**src/rtl/uart_tx_arbiter_if.sv**
```systemverilog
// Handshake bundle between the byte requesters, uart_tx_arbiter and the UART TX input port.
// master = arbiter side, slave = requesters plus transmitter side.
interface uart_tx_arbiter_if #(
   parameter int unsigned NUM_REQ = 4
);
   localparam int unsigned GW = $clog2(NUM_REQ);

   logic [NUM_REQ-1:0]   req_valid;
   logic [8*NUM_REQ-1:0] req_data;
   logic [NUM_REQ-1:0]   req_last;
   logic [NUM_REQ-1:0]   req_ready;
   logic [7:0]           tx_input_data;
   logic                 tx_input_data_valid;
   logic                 tx_output_ready;
   logic [GW-1:0]        grant_id;
   logic                 busy;
   logic                 timeout_err;

   modport master (
      input  req_valid, req_data, req_last, tx_output_ready,
      output req_ready, tx_input_data, tx_input_data_valid, grant_id, busy, timeout_err
   );

   modport slave (
      output req_valid, req_data, req_last, tx_output_ready,
      input  req_ready, tx_input_data, tx_input_data_valid, grant_id, busy, timeout_err
   );
endinterface

```
**src/rtl/uart_tx_arbiter.sv**
```systemverilog
// Round-robin, burst-based sharing of one UART transmitter among NUM_REQ byte sources.
// Optional SEND/DRAIN watchdog enabled by defining UART_ARB_TIMEOUT_EN.
module uart_tx_arbiter #(
   parameter int unsigned NUM_REQ     = 4,
   parameter int unsigned MAX_BURST   = 16,
   parameter int unsigned TIMEOUT_CYC = 4096
) (
   input logic               clk,
   input logic               enable,
   uart_tx_arbiter_if.master bus
);
   localparam int unsigned GW = $clog2(NUM_REQ);
   localparam int unsigned CW = $clog2(MAX_BURST + 1);

   typedef enum logic [1:0] {StIdle, StLoad, StSend, StDrain} state_e;

   state_e              state_q, state_d;
   logic                rdy_meta_q, rdy_s_q;
   logic [GW-1:0]       grant_q, grant_d;
   logic [GW-1:0]       last_grant_q, last_grant_d;
   logic [CW-1:0]       burst_cnt_q, burst_cnt_d;
   logic [CW-1:0]       cnt_inc;
   logic [7:0]          data_q, data_d;
   logic                last_q, last_d;
   logic                valid_q, valid_d;
   logic [NUM_REQ-1:0]  req_ready;
   logic [GW-1:0]       pick;
   logic                found;
   int unsigned         idx;

`ifdef UART_ARB_TIMEOUT_EN
   localparam int unsigned TW = $clog2(TIMEOUT_CYC);
   logic [TW-1:0] tmo_cnt_q, tmo_cnt_d;
   logic          tout_q, tout_d;
`endif

   // Rotating priority: first valid requester after the last one served.
   always_comb begin
      pick  = '0;
      found = 1'b0;
      idx   = 0;
      for (int unsigned k = 0; k < NUM_REQ; k++) begin
         idx = (32'(last_grant_q) + 32'd1 + k) % NUM_REQ;
         if (!found && bus.req_valid[GW'(idx)]) begin
            found = 1'b1;
            pick  = GW'(idx);
         end
      end
   end

   always_comb begin
      state_d      = state_q;
      grant_d      = grant_q;
      last_grant_d = last_grant_q;
      burst_cnt_d  = burst_cnt_q;
      data_d       = data_q;
      last_d       = last_q;
      valid_d      = valid_q;
      req_ready    = '0;
      cnt_inc      = burst_cnt_q + CW'(1);
      unique case (state_q)
         StIdle: begin
            if (found) begin
               grant_d     = pick;
               burst_cnt_d = '0;
               state_d     = StLoad;
            end
         end
         StLoad: begin
            if (!bus.req_valid[grant_q]) begin
               last_grant_d = grant_q;
               state_d      = StIdle;
            end else if (rdy_s_q) begin
               data_d             = bus.req_data[{grant_q, 3'b000} +: 8];
               last_d             = bus.req_last[grant_q];
               valid_d            = 1'b1;
               req_ready[grant_q] = 1'b1;
               state_d            = StSend;
            end
         end
         StSend: begin
            // Transmitter dropping ready means it has taken the byte.
            if (!rdy_s_q) begin
               valid_d = 1'b0;
               state_d = StDrain;
            end
         end
         StDrain: begin
            if (rdy_s_q) begin
               burst_cnt_d = cnt_inc;
               if (last_q || (cnt_inc == CW'(MAX_BURST)) || !bus.req_valid[grant_q]) begin
                  last_grant_d = grant_q;
                  state_d      = StIdle;
               end else begin
                  state_d = StLoad;
               end
            end
         end
      endcase
`ifdef UART_ARB_TIMEOUT_EN
      tout_d    = 1'b0;
      tmo_cnt_d = tmo_cnt_q;
      if (state_q == StLoad && state_d == StSend) begin
         tmo_cnt_d = '0;
      end else if (state_q == StSend || state_q == StDrain) begin
         if (tmo_cnt_q == TW'(TIMEOUT_CYC - 1)) begin
            valid_d      = 1'b0;
            tout_d       = 1'b1;
            last_grant_d = grant_q;
            state_d      = StIdle;
         end else begin
            tmo_cnt_d = tmo_cnt_q + TW'(1);
         end
      end
`endif
   end

   always_ff @(posedge clk) begin
      if (!enable) begin
         state_q      <= StIdle;
         rdy_meta_q   <= 1'b0;
         rdy_s_q      <= 1'b0;
         grant_q      <= '0;
         last_grant_q <= GW'(NUM_REQ - 1);
         burst_cnt_q  <= '0;
         data_q       <= '0;
         last_q       <= 1'b0;
         valid_q      <= 1'b0;
      end else begin
         state_q      <= state_d;
         rdy_meta_q   <= bus.tx_output_ready;
         rdy_s_q      <= rdy_meta_q;
         grant_q      <= grant_d;
         last_grant_q <= last_grant_d;
         burst_cnt_q  <= burst_cnt_d;
         data_q       <= data_d;
         last_q       <= last_d;
         valid_q      <= valid_d;
      end
   end

`ifdef UART_ARB_TIMEOUT_EN
   always_ff @(posedge clk) begin
      if (!enable) begin
         tmo_cnt_q <= '0;
         tout_q    <= 1'b0;
      end else begin
         tmo_cnt_q <= tmo_cnt_d;
         tout_q    <= tout_d;
      end
   end

   assign bus.timeout_err = tout_q;
`else
   assign bus.timeout_err = 1'b0;
`endif

   assign bus.req_ready           = req_ready;
   assign bus.tx_input_data       = data_q;
   assign bus.tx_input_data_valid = valid_q;
   assign bus.grant_id            = grant_q;
   assign bus.busy                = (state_q != StIdle);
endmodule
```
**src/flat_wrapper.sv**
```systemverilog
// flat-port wrapper written by rule: the top's interface ports become plain ports
module uart_tx_arbiter_flat 
#(
   parameter int unsigned NUM_REQ     = 4,
   parameter int unsigned MAX_BURST   = 16,
   parameter int unsigned TIMEOUT_CYC = 4096
)
  (clk, enable, bus_req_valid, bus_req_data, bus_req_last, bus_tx_output_ready, bus_req_ready, bus_tx_input_data, bus_tx_input_data_valid, bus_grant_id, bus_busy, bus_timeout_err);
  uart_tx_arbiter_if #(.NUM_REQ(NUM_REQ)) bus_i ();
  input logic clk;
  input logic enable;
  input wire logic [$bits(bus_i.req_valid)-1:0] bus_req_valid;
  input wire logic [$bits(bus_i.req_data)-1:0] bus_req_data;
  input wire logic [$bits(bus_i.req_last)-1:0] bus_req_last;
  input wire logic [$bits(bus_i.tx_output_ready)-1:0] bus_tx_output_ready;
  output wire logic [$bits(bus_i.req_ready)-1:0] bus_req_ready;
  output wire logic [$bits(bus_i.tx_input_data)-1:0] bus_tx_input_data;
  output wire logic [$bits(bus_i.tx_input_data_valid)-1:0] bus_tx_input_data_valid;
  output wire logic [$bits(bus_i.grant_id)-1:0] bus_grant_id;
  output wire logic [$bits(bus_i.busy)-1:0] bus_busy;
  output wire logic [$bits(bus_i.timeout_err)-1:0] bus_timeout_err;
  assign bus_i.req_valid = bus_req_valid;
  assign bus_i.req_data = bus_req_data;
  assign bus_i.req_last = bus_req_last;
  assign bus_i.tx_output_ready = bus_tx_output_ready;
  assign bus_req_ready = bus_i.req_ready;
  assign bus_tx_input_data = bus_i.tx_input_data;
  assign bus_tx_input_data_valid = bus_i.tx_input_data_valid;
  assign bus_grant_id = bus_i.grant_id;
  assign bus_busy = bus_i.busy;
  assign bus_timeout_err = bus_i.timeout_err;
  uart_tx_arbiter #(.NUM_REQ(NUM_REQ), .MAX_BURST(MAX_BURST), .TIMEOUT_CYC(TIMEOUT_CYC)) u_core (.clk(clk), .enable(enable), .bus(bus_i));
endmodule
```
**config.mk**
```make
export PLATFORM = sky130hd
export DESIGN_NAME = uart_tx_arbiter_flat
export DESIGN_NICKNAME = d
export VERILOG_FILES = /design/src/rtl/uart_tx_arbiter_if.sv /design/src/rtl/uart_tx_arbiter.sv /design/src/flat_wrapper.sv
export SDC_FILE = /design/constraint.sdc
export NUM_CORES = 1
export LEC_CHECK = 0
export ABC_AREA = 1
export BUFFER_PORTS_ARGS = -buffer_cell sky130_fd_sc_hd__buf_2
export CORE_AREA = 2 2 61 74
export CTS_BUF_LIST = sky130_fd_sc_hd__clkbuf_4 sky130_fd_sc_hd__clkbuf_8
export CTS_CLUSTER_SIZE = 28
export DETAILED_ROUTE_END_ITERATION = 12
export DIE_AREA = 0 0 63 76
export MAX_ROUTING_LAYER = met4
export PLACE_DENSITY = 0.81
export SLEW_MARGIN = 20
export SYNTH_ARGS = -nofsm -noshare
export SYNTH_HDL_FRONTEND = slang
export SYNTH_SLANG_ARGS = --single-unit
```
**constraint.sdc**
```tcl
create_clock -name clk -period 1.5 [get_ports clk]
set_clock_uncertainty 0.1 [all_clocks]
set_input_delay 0.075 -clock clk [delete_from_list [all_inputs] [get_ports clk]]
set_output_delay 0.075 -clock clk [all_outputs]
set_load 0.1 [all_outputs]
```
==> results by group, run 1 <==
Status
  • Status: finished with violations
  • Failing checks: negative setup slack

Clocking
  • CTS root buf: clkbuf_8
  • Clk_lat worst skew: 0.27 ns
  • CTS clk-pin slew, worst paths: 0.09 ns
  • Clk sinks: 23
  • # H-tree levels: 1
  • Clk buf depth: 2
  • CTS Buf Count: 3
  • TritonCTS clock tree: built

Floorplan
  • Initial Util: 0.428
  • Number of I/O pins: 60
  • Row count: 26
  • Core area: between 4000 and 5000 um2
  • Die extent in y: 76 um
  • Die ar.: 4790 um2
  • Die width: 63 um

Hold path
  • Hold Path End: u_core.last_grant_q[1]
  • Hold path cells: 2
  • Hold crit path type: input pin to flop
  • HP Start: enable

Placement
  • Hpwl dp: 4000 um
  • Area post-placement: 2480 um2
  • GPL Wtd Cong: 0.881
  • Pre-CTS WS: -0.251 ns
  • Buffers on Ports: between 50 and 60

Critical path
  • Worst setup EP type: output pin
  • R2R depth: 13
  • Reg2reg setup slack: -0.21 ns
  • Crit Path Class: flop to output pin
  • Worst setup SP type: flop
  • RR Startpoint: u_core.bus.grant_id[1]
  • CP required: about 1.3 ns
  • Worst path arrival time: 1.61 ns
  • Crit path max fanout: 7

Layout
  • Number of diodes: 0
  • Most frequent cells in the layout: buf_2 (51), nand2_1 (49), buf_4 (44)
  • Area Growth Syn to Fin: 69.7%
  • Final Net Count: 426
  • Fill cells: 318
  • Layout cell share with drive strength beyond 1: 0.569
  • Fin area: 3000 um2
  • FF/Latch Area: 483 um2
  • Area of the multi-input gates: ~1400 um2
  • Commonest non-fill, non-tap cell in the layout: buf_2

Detailed routing
  • Routed Antenna Nets: 0
  • DRT Wirelength: 6400 um
  • Drt drc: 0
  • Drt pass-1 iters: 4
  • DRT iter0 DRCs: 115
  • Vias per std cell: 5.42
  • Wirelength per Cell: 14.8 um
  • Via count: ~2.3k

Power
  • Power density over the cells: 1960 nW/um2
  • Peak supply drop: 0.914 mV
  • Static Leak: roughly 0.0014 uW

Yosys
  • Ys Warns: 0
  • Top cells by area, synth: dfxtp_1 (26%), nand2_1 (15%), nand3_1 (14%), inv_1 (5.5%), a21oi_1 (4.8%)
  • Top cell type's share of synthesized area: 0.260
  • Synth Instances: 275
  • Synth area leader: dfxtp_1
  • Syn Nets: 324
  • Syn_area_per_cell: 6.43 um2
  • #FFs+latches synth: 23
  • Syn Std Cell Area: between 1500 and 2000 um2
  • Sequential-to-total area share from yosys stat: 0.260
  • Synth unique cells: 32

STA
  • Total negative setup slack: -3.25 ns
  • Crit share post-route: 1.19
  • Max Clk Rate: around 560 MHz
  • Tmin final: 1.78 ns
  • # setup viols final: 24
  • RSZ-0062 raised after global routing: true
  • Setup ws final: -0.282 ns
  • Fin. Hold Viols: 0
  • Fin. max-slew vios: 0

Global route
  • Gr ovfl total: 0
  • Initial antenna violation count: 0
  • Largest net degree at the start of global routing: 20
  • Vias in the first global route: 2214
  • Global-route wire length before repair: 9180 um
  • GRT Overall Usage: 0.236

Job
  • Max-cap violations: 0
[how the worst max path moves through the flow]
stage | slack [ns] | cells after the start | from | endpoint
after floorplan | -0.83 | 8 | u_core.bus.grant_id[1] | bus_req_ready[0]
after global placement | -0.15 | 13 | u_core.last_grant_q[0] | u_core.bus.grant_id[0]
after detailed placement | -0.25 | 11 | u_core.last_grant_q[0] | u_core.bus.grant_id[1]
after CTS | -0.28 | 8 | u_core.bus.grant_id[0] | bus_req_ready[0]
after global routing | -0.35 | 8 | u_core.bus.grant_id[0] | bus_req_ready[0]
final | -0.28 | 8 | u_core.bus.grant_id[0] | bus_req_ready[0]
[synth_stat cells, drive strengths merged]
library cell / number
o211ai: 2
nor3: 2
o21bai: 1
buf: 9
a21oi: 20
inv: 30
nand3: 49
xor2: 1
conb: 1
ha: 6
nor2: 21
nand4: 12
nand3b: 2
clkbuf: 5
dfxtp: 23
nand2: 82
o21ai: 9
[worst max-delay path, stage by stage (launching register included)]
cell	delay, ns
dfxtp_4	0.39
inv_2	0.07
nand2_2	0.05
o21ai_2	0.15
nor2_4	0.06
nor2_4	0.11
nand2_4	0.12
nor3_4	0.18
buf_12	0.20
[registers in the layout (all words and copies together) (netlist names), named ones only]
signal / count
u_core.burst_cnt_q: 5
u_core.bus.tx_input_data_valid: 1
u_core.bus.tx_input_data: 8
u_core.rdy_meta_q: 1
u_core.rdy_s_q: 1
u_core.last_grant_q: 2
u_core.bus.grant_id: 2
u_core.state_q: 1
u_core.last_q: 1
[routing by layer]
layer  track usage  wire length [um]  up-vias
met2         0.449              3560       98
met3        0.0251               307       20
met1         0.249              2340     1121
met4        0.0778               195        0
met5             -                 0        -
li1              -                 -     1104
[power by group]
part / total (uW) / switching, uW / leakage [uW] / internal, uW
clock network: 384 / 198 / 0.0000255 / 185
registers: 959 / 197 / 0.000191 / 762
logic: 4540 / 2620 / 0.00121 / 1920
total: 5880 / 3010 / 0.00143 / 2870
[cells by family (layout without fill, tap and decap cells)]
| family | after synthesis | in the layout | share of synthesized area |
|---|---|---|---|
| buffers and inverters | 44 | 145 | 0.110 |
| other | 1 | 1 | 0.00212 |
| AO/OA/AOI/OAI | 32 | 32 | 0.103 |
| AND/OR/NAND/NOR | 168 | 168 | 0.477 |
| adder cells (fa/ha/maj) | 6 | 6 | 0.0424 |
| flip-flops | 23 | 23 | 0.260 |
| XOR/XNOR | 1 | 1 | 0.00495 |
[per-stage QoR]
| step | hold WS, ns | power (uW) | utilization | std cells |
|---|---|---|---|---|
| after global placement | 0.159 | 4060 | 0.601 | 411 |
| after CTS | 0.0332 | 5020 | 0.657 | 425 |
| final | 0.0366 | 5880 | 0.727 | 432 |
| after global routing | 0.0496 | 6250 | 0.727 | 432 |
| after floorplan | 0.0726 | 3160 | - | 275 |
| after detailed placement | 0.163 | 4130 | 0.601 | 411 |
[layout make-up]
| cell class | count | area share |
|---|---|---|
| multi-input cells | 208 | 0.477 |
| flip-flops and latches | 23 | 0.161 |
| well taps | 56 | 0.0233 |
| clock buffers | 3 | 0.0138 |
| clock inverters | 1 | 0.00167 |
| inverters | 30 | 0.0429 |
| repair buffers | 111 | 0.281 |
[what timing repair did]
action                                  in CTS  in global routing
gates cloned                                 0                  1
setup buffers                               10                  6
endpoints found under the setup margin      26                 25
resized for setup                           36                 64
pin swaps                                    9                 35
hold endpoints to repair                     1                  0
hold buffers                                 1                  0
(Power assumes the default switching activity.)
==> run 2, diff against run 1 <==
PLACE_DENSITY = 0.83   (was 0.81)
==> run 2 against run 1 <==
  * The run still ends with negative setup slack left
  * Combinational power is 5.3% lower
  * Die area unchanged
  * Power fell by 4.2%
  * Count of clock-buffer cells in the layout did not move
  * Fmax down 2.2%
  * Sequential share of layout area rose by 0.70 points
==> results by group, run 2 (same netlist as run 1, synthesis figures left out) <==
Status
  • Status: finished with violations
  • Failing checks: negative setup slack

Clocking
  • CTS clk-pin slew, worst paths: 0.09 ns (about the same)
  • Clk sinks: 23 (unchanged)
  • Clk_lat worst skew: 0.28 ns (about the same)
  • CTS root buf: clkbuf_8
  • Clk buf depth: 2 (unchanged)
  • # H-tree levels: 1 (unchanged)
  • TritonCTS clock tree: built
  • CTS Buf Count: 3 (unchanged)

Layout
  • Max FFs per register: 8 (unchanged)
  • Layout cell share with drive strength beyond 1: 0.527 (-0.0423)
  • Commonest non-fill, non-tap cell in the layout: buf_2
  • Final Net Count: 422 (-0.94%)
  • Most frequent cells in the layout: buf_2 (51), nand2_1 (49), buf_4 (44)
  • Area Growth Syn to Fin: 61.8%
  • Number of diodes: 0 (unchanged)
  • Fill cells: 333 (+4.7%)

Detailed routing
  • Vias per std cell: 5.30 (-2.3%)
  • Drt pass-1 iters: 4 (unchanged)
  • Routed Antenna Nets: 0 (unchanged)
  • DRT Wirelength: 6110 um (-4.6%)
  • DRT iter0 DRCs: 76 (-34%)
  • Drt drc: 0 (unchanged)
  • Via count: 2268 (-3.2%)
  • Wirelength per Cell: 14.3 um (-3.7%)

STA
  • Fin. Hold Viols: 0 (unchanged)
  • Max Clk Rate: 549 MHz (-2.2%)
  • Setup ws final: -0.323 ns (-0.0406 ns)
  • RSZ-0062 raised after global routing: true
  • # setup viols final: 18 (-25%)
  • Crit share post-route: 1.22 (+0.0271)
  • Tmin final: 1.82 ns (+0.0406 ns)
  • Fin. max-slew vios: 0 (unchanged)

Placement
  • Hpwl dp: 4050 um (+1.2%)
  • GPL Wtd Cong: 0.876 (-0.47%)
  • Buffers on Ports: 58 (unchanged)
  • Pre-CTS WS: -0.218 ns (+0.0329 ns)

Global route
  • Initial antenna violation count: 0 (unchanged)
  • Global-route wire length before repair: 9620 um (+4.8%)
  • Largest net degree at the start of global routing: 18 (-10%)
  • GRT Overall Usage: 0.257 (+0.0204)
  • Vias in the first global route: 2235 (+0.95%)
  • Gr ovfl total: 0 (unchanged)

Floorplan
  • Die extent in y: 76 um (unchanged)
  • Initial Util: 0.428 (unchanged)
  • Core area: 4130 um2 (unchanged)
  • Die ar.: 4790 um2 (unchanged)
  • Die width: 63 um (unchanged)
  • Number of I/O pins: 60 (unchanged)
  • Row count: 26 (unchanged)

Hold path
  • HP Start: enable
  • Hold crit path type: input pin to flop
  • Hold Path End: u_core.rdy_meta_q
  • Hold path cells: 3 (+1)

Critical path
  • Crit path buf inv count: 3 (+1)
  • Worst setup SP type: flop
  • Worst path slowest cell: dfxtp_4
  • Max incr delay on CP: 0.39 ns (about the same)
  • R2R depth: 9 (-4)
  • Reg2reg setup slack: -0.18 ns (+0.03 ns)
  • Worst setup EP type: output pin
  • Cell mode on critical path: nor2_4
  • Worst path arrival time: 1.65 ns (+0.04 ns)
  • Crit-path cells: inv_4 > nand2_4 > o21ai_4 > nor2_4 > nor2_4 > nand2_4 > buf_4 > nor2_4 > buf_12
  • Crit Path Class: flop to output pin
  • CP required: 1.32 ns (about the same)
  • Crit path max fanout: 5 (-2)
  • Crit path max-delay family: simple AND/OR/NAND/NOR gates

Power
  • Pwr Total: 5630 uW (-4.2%)
  • Static Leak: 0.00139 uW (-2.8%)
  • Power density over the cells: 1970 nW/um2 (+0.47%)
  • Peak supply drop: 0.902 mV (-1.4%)

Job
  • Max-cap violations: 0 (unchanged)
run 2: cell types whose count changed in the layout (fill, tap and decap cells not counted), moves of 3 or more:
cell     previous run  this run
o21ai_2             3         0
nand3_1            33        39
nand2_4            14         9
o21ai_1             2         5
a21oi_1            10        13
buf_6               6         3
nand3_2            16        10
nand2_2            19        24
run 2: metal layers:
metal  GRT usage  up-vias  wire length, um
li1            -     1099                -
met1       0.247     1046             2120
met2       0.473      104             3370
met3      0.0458       19              360
met4       0.142        0              262
met5           -        -                0
run 2: worst max path at each step:
stage	from	end	slack [ns]	cells past startpoint
2_1_floorplan	u_core.bus.grant_id[1]	bus_req_ready[0]	-0.83	8
4_1_cts	u_core.bus.grant_id[0]	bus_req_ready[3]	-0.32	9
5_1_grt	u_core.bus.grant_id[0]	bus_req_ready[3]	-0.39	9
3_5_place_dp	u_core.last_grant_q[0]	u_core.bus.grant_id[0]	-0.22	13
3_3_place_gp	u_core.last_grant_q[0]	u_core.bus.grant_id[0]	-0.14	13
6_report	u_core.bus.grant_id[0]	bus_req_ready[3]	-0.32	9
run 2: where the power goes:
group	switching (uW)	internal [uW]
Clock	218	186
Sequential	174	759
Combinational	2550	1740
run 2: repair_timing:
action,4_1_cts,5_1_grt
buffers inserted,10,4
pin swaps,19,22
endpoints found under the setup margin,26,26
resized for setup,34,43
hold endpoints to repair,1,0
hold buffers,1,0
run 2: stage by stage:
stage / TNS, ns / util / hold WS [ns] / instances / cell area, um2
after global routing: -4.26 / 0.693 / 0.0136 / 428 / 2860
after CTS: -1.72 / 0.654 / 0.00495 / 424 / 2700
after detailed placement: -2.52 / 0.598 / 0.161 / 409 / 2470
after floorplan: -5.15 / - / 0.0726 / 275 / 1840
after global placement: -1.39 / 0.598 / 0.158 / 409 / 2470
final: -2.63 / 0.693 / 0.0133 / 428 / 2860
run 2: worst reg2reg max path: stages, from the launching register on:
cell and delay (ns):
dfxtp_2 0.33, buf_4 0.12, buf_4 0.12, buf_4 0.13
ha_2 0.19, a21oi_1 0.23, nand4_1 0.18, nand2_1 0.09
nand2_1 0.05, nor2_1 0.08
run 2: layout make-up:
class                   instances  area, um2  area share
multi-input cells             208       1360       0.473
repair buffers                107        785       0.274
flip-flops and latches         23        480       0.168
inverters                      30        126      0.0441
well taps                      56       70.1      0.0245
clock buffers                   3       41.3      0.0144
clock inverters                 1       5.00     0.00175
